`config.mk`:
```
export PLATFORM = sky130hd
export DESIGN_NAME = carry_lookahead_adder
export DESIGN_NICKNAME = d
export VERILOG_FILES = /design/src/rtl/carry_lookahead_adder.sv
export SDC_FILE = /design/constraint.sdc
export NUM_CORES = 1
export LEC_CHECK = 0
export CORE_ASPECT_RATIO = 0.8
export CORE_MARGIN = 2
export CORE_UTILIZATION = 45
export CTS_CLUSTER_DIAMETER = 200
export DETAILED_ROUTE_END_ITERATION = 16
export PLACE_DENSITY_LB_ADDON = 0.15
export SYNTH_ARGS = -nofsm -noshare
export SYNTH_HDL_FRONTEND = slang
export SYNTH_SLANG_ARGS = --single-unit
```
`constraint.sdc`:
```
create_clock -name clk -period 6 [get_ports clk]
set_input_delay 0.9 -clock clk [delete_from_list [all_inputs] [get_ports clk]]
set_output_delay 0.9 -clock clk [all_outputs]
set_load 0.01 [all_outputs]
```
`src/rtl/carry_lookahead_adder.sv`:
```
// Two-level carry-lookahead adder: 4-bit lookahead groups feeding a group-level
// lookahead unit, with sum, carry-out, overflow and sign registered together.
module carry_lookahead_adder #(
  parameter int WIDTH = 16
) (
  input  logic             clk,
  input  logic             rst_n,
  input  logic [WIDTH-1:0] A,
  input  logic [WIDTH-1:0] B,
  input  logic             cin,
  output logic [WIDTH-1:0] result,
  output logic             cout,
  output logic             overflow_flag,
  output logic             negative
);

  localparam int NUM_GROUPS = WIDTH / 4;

  logic [WIDTH-1:0]      g;
  logic [WIDTH-1:0]      p;
  logic [WIDTH:0]        c;
  logic [NUM_GROUPS-1:0] grp_g;
  logic [NUM_GROUPS-1:0] grp_p;
  logic [NUM_GROUPS:0]   grp_c;
  logic [WIDTH-1:0]      sum;

  assign g = A & B;
  assign p = A ^ B;

  // Each group resolves its internal carries directly from its own carry-in.
  for (genvar gi = 0; gi < NUM_GROUPS; gi++) begin : g_group
    localparam int L = gi * 4;

    assign c[L]   = grp_c[gi];
    assign c[L+1] = g[L] | (p[L] & grp_c[gi]);
    assign c[L+2] = g[L+1] | (p[L+1] & g[L]) | (p[L+1] & p[L] & grp_c[gi]);
    assign c[L+3] = g[L+2] | (p[L+2] & g[L+1]) | (p[L+2] & p[L+1] & g[L])
                  | (p[L+2] & p[L+1] & p[L] & grp_c[gi]);

    assign grp_g[gi] = g[L+3] | (p[L+3] & g[L+2]) | (p[L+3] & p[L+2] & g[L+1])
                     | (p[L+3] & p[L+2] & p[L+1] & g[L]);
    assign grp_p[gi] = &p[L+3:L];
  end

  // Group carry j is the OR of every upstream generate (or cin) whose
  // path to j is fully propagating; written as a flat sum of products.
  always_comb begin
    logic term;
    grp_c = '0;
    for (int j = 0; j <= NUM_GROUPS; j++) begin
      for (int k = -1; k < j; k++) begin
        term = (k < 0) ? cin : grp_g[k];
        for (int m = k + 1; m < j; m++) begin
          term = term & grp_p[m];
        end
        grp_c[j] = grp_c[j] | term;
      end
    end
  end

  assign c[WIDTH] = grp_c[NUM_GROUPS];
  assign sum      = p ^ c[WIDTH-1:0];

  always_ff @(posedge clk) begin
    if (!rst_n) begin
      result        <= '0;
      cout          <= 1'b0;
      overflow_flag <= 1'b0;
      negative      <= 1'b0;
    end else begin
      result        <= sum;
      cout          <= c[WIDTH];
      overflow_flag <= c[WIDTH] ^ c[WIDTH-1];
      negative      <= sum[WIDTH-1];
    end
  end

endmodule

```
==> flow_results.org <==
** Outcome
- The run finished with clean final reports.

** Power and ir drop
- Power spread over the standard cell area amounts to 199 nW/um^2.
- Static Leak :: about 0.00077 uW
- Worst IR Drop VDD :: ~0.11 mV

** Placed design
- Placement Setup Slack :: about 2.8 ns
- Standard cell area after detailed placement :: 1770 um^2
- HPWL Detailed :: roughly 2.3 mm
- Cell total after placement :: ~220
- Port buffering added 53 buffers.
- Routability-driven placement finished with a final weighted congestion of slightly above 0.8.

** Clock network
- The longest clock path from root to sink contains 2 buffers.
- Post-CTS Setup Repair Bufs :: 0
- The tree is rooted in a sky130_fd_sc_hd__clkbuf_4.
- Clock tree synthesis inserted a total of 3 buffers.
- After clock tree synthesis, the flow added hold-fix buffers numbering 0.
- Clock-pin slew was measured on the worst setup and hold paths at about 0.090 ns.
- Gates resized, CTS repair :: 0
- Sinks on the clock net :: 18
- TritonCTS built the clock tree.
- Maximum level of the CTS H-tree :: 1

** Detailed routing
- In the final routed layout, each cell accounts on average for ~12 um.
- Dividing the detail-routed via count by the number of cells gives just over 5.
- The pre-antenna-repair detailed-routing pass consisted of 4 iterations.
- DRC violations left :: 0
- The final route contains 1130 vias.
- The detail route stage leaves a number of antenna-violating nets equal to 0.
- The final layout contains routed wiring with a total length of between 2 and 3 mm.
- Initial DRC count :: 21

** Global routing
- Total track usage :: between 10% and 20%
- First-pass GRT wire length :: 4.30 mm
- Maximum number of pins on one net before global-route repair :: 12
- Summed over all layers, the global routing overflow is 0.
- Number of global-route vias before repair :: about 1100
- The number of antenna violations at the first check in global routing was 0.

** Finish
- Summing all non-filler instances in the final layout gives an area of roughly 1800 um^2.
- Fraction of layout cells with a size suffix above 1 :: under 10%
- Compared with the post-synthesis result, the final layout area differs by 48.8%.
- After the last flow step, the layout net total stands at between 200 and 250.
- After the flow finishes, the layout carries non-filler instances totaling 219.
- Final-layout fill cell count :: 190
- The repair_antennas step left the layout with diodes totalling 0.

** Critical path
- Worst Setup End Kind :: flip-flop
- The worst setup path is launched from an input port.
- Data arrives at the worst endpoint at slightly above 3 ns.
- Maximum fanout along the worst path :: 5
- Start-to-end type of the worst setup path :: in -> reg
- Data on the critical path is required at its endpoint by 6.19 ns.

** Yosys
- After technology mapping, the gate count stands at 130.
- In this run, synthesis produced a sequential element count of 18.
- FFs w/ async S/R, synth :: 0%
- Syn Nets :: about 190
- Library cells used by synthesis :: 40
- Yosys mapped a number of flops with a built-in enable equal to 0.
- After synthesis the cells add up to 1210 um^2.
- Largest cells by area after synthesis :: sky130_fd_sc_hd__dfxtp_1 30%, sky130_fd_sc_hd__ha_1 17%, sky130_fd_sc_hd__fa_1 6.6%, sky130_fd_sc_hd__nor2_1 3.4%, sky130_fd_sc_hd__mux2i_1 3.3%
- Register area share after synthesis :: 29.7%
- Of all cell types, the one taking the most synthesized area is sky130_fd_sc_hd__dfxtp_1.
- Synth top area share :: ~30%
- Ranked by instance count, the synthesized netlist is headed by 18 x sky130_fd_sc_hd__dfxtp_1, 16 x sky130_fd_sc_hd__ha_1, 11 x sky130_fd_sc_hd__nor2_1.
- Dividing the synthesized area by the synthesized cell count gives just over 9 um^2.
- The most used flip-flop cell after synthesis is sky130_fd_sc_hd__dfxtp_1.
- Number of warnings printed during yosys synthesis :: 0
- Among all cell types in the netlist, the one instantiated most often is sky130_fd_sc_hd__dfxtp_1.

** Die
- DIE WIDTH :: about 62 um
- Row generation in the floorplan step produced 16 rows.
- For this configuration, the core starts out at a cell density of roughly half.
- Y dimension of the die :: between 50 and 60 um
- The floorplan step defined a die boundary enclosing 3130 um^2.
- Area inside the core boundary :: about 2500 um^2
- Number of primary I/O pins :: 54

** Flow run
- Max-cap check violation count :: 0

** STA
- Slew at the pin closest to its max-slew limit :: 0.375 ns
- Setup repair after global routing left no endpoint under its margin.
- Tcrit/Tclk final :: 48.1%
- Final hold vios :: 0
- After routing, the total negative slack on setup checks comes to 0 ns.
- Post-route setup slack :: roughly 3.1 ns
- Slew HR :: about three quarters
- Based on the critical path, the design can be clocked at up to between 300 and 400 MHz.
- The tightest hold path in the finished design has a slack of about 1.3 ns.
- Final Max Slew Viols :: 0
- Setup-violating endpoint count in the final report :: 0
- Shortest period the worst path allows :: just under 3 ns

** Min path
- Min-delay worst type :: in -> reg
- Cell depth of the worst hold path :: 4
==> flip-flops by register name, indices dropped and copies added (netlist names) <==
signal,count
result,15
cout,1
negative,1
overflow_flag,1
==> stage by stage <==
stage	power, uW	util [%]
2_1_floorplan	219	-
3_3_place_gp	282	70.7
3_5_place_dp	287	70.7
4_1_cts	363	72.1
5_1_grt	383	72.1
6_report	360	72.1
==> final timing paths <==
path / to / start / slack [ns]
setup / recovery: result[12]$_SDFF_PN0_ / B[1] / 3.11
hold / removal: result[0]$_SDFF_PN0_ / B[0] / 1.35
==> metal layers <==
metal | GRT usage [%] | share of wire, % | up-vias
met5 | 0 | 0 | -
met4 | 4.26 | 0.56 | 0
met3 | 6.19 | 6.5 | 2
met2 | 32.3 | 50 | 41
met1 | 21.1 | 43 | 512
li1 | - | - | 575
==> logic make-up (layout without fill, tap and decap cells) <==
group,count (synthesis),after routing,share of synthesized area (%)
xor gates and xnor gates,5,5,3.61
AOI/OAI and AO/OA,32,32,19.5
muxes,4,4,3.30
adders and majority gates,20,20,23.1
buffers and inverters,10,63,3.51
and+or+nand+nor,41,41,17.2
DFF,18,18,29.7
==> worst max-delay path, stage by stage <==
cell and delay (ns):
sky130_fd_sc_hd__clkdlybuf4s50_1 0.42, sky130_fd_sc_hd__ha_1 0.33, sky130_fd_sc_hd__o21ai_1 0.11, sky130_fd_sc_hd__o21ai_2 0.20, sky130_fd_sc_hd__or3b_1 0.41, sky130_fd_sc_hd__nand3_1 0.12
sky130_fd_sc_hd__fa_1 0.41, sky130_fd_sc_hd__and2_1 0.16
==> report_power, final <==
group,internal (uW),switching [uW]
Clock,37.0,38.2
Sequential,135,3.75
Combinational,83.1,63.0
==> area by class of cell <==
cell class                      count  area, um^2  share of cell area [%]
Tap cell                           36        45.0                    2.50
Multi-Input combinational cell    102         810                    44.9
Timing Repair Buffer               53         531                    29.4
Sequential cell                    18         360                    20.0
Inverter                            6        22.5                    1.25
Clock buffer                        4        36.3                    2.01
==> layout by cell type (no fill, tap or decap), drive strengths merged, types with 3 or more instances in the layout <==
master / Yosys / layout
xor2: 3 / 3
nand2b: 4 / 4
o21ai: 5 / 5
clkbuf: 2 / 4
mux2i: 4 / 4
a21oi: 7 / 7
dfxtp: 18 / 18
nor3: 4 / 4
nor2: 11 / 11
ha: 16 / 16
and3: 3 / 3
and2: 3 / 3
clkdlybuf4s50: 0 / 53
fa: 4 / 4
nand2: 6 / 6
a21o: 4 / 4
o21a: 4 / 4
inv: 6 / 6
nand3: 3 / 3
Power figures use the tool's default switching activity.
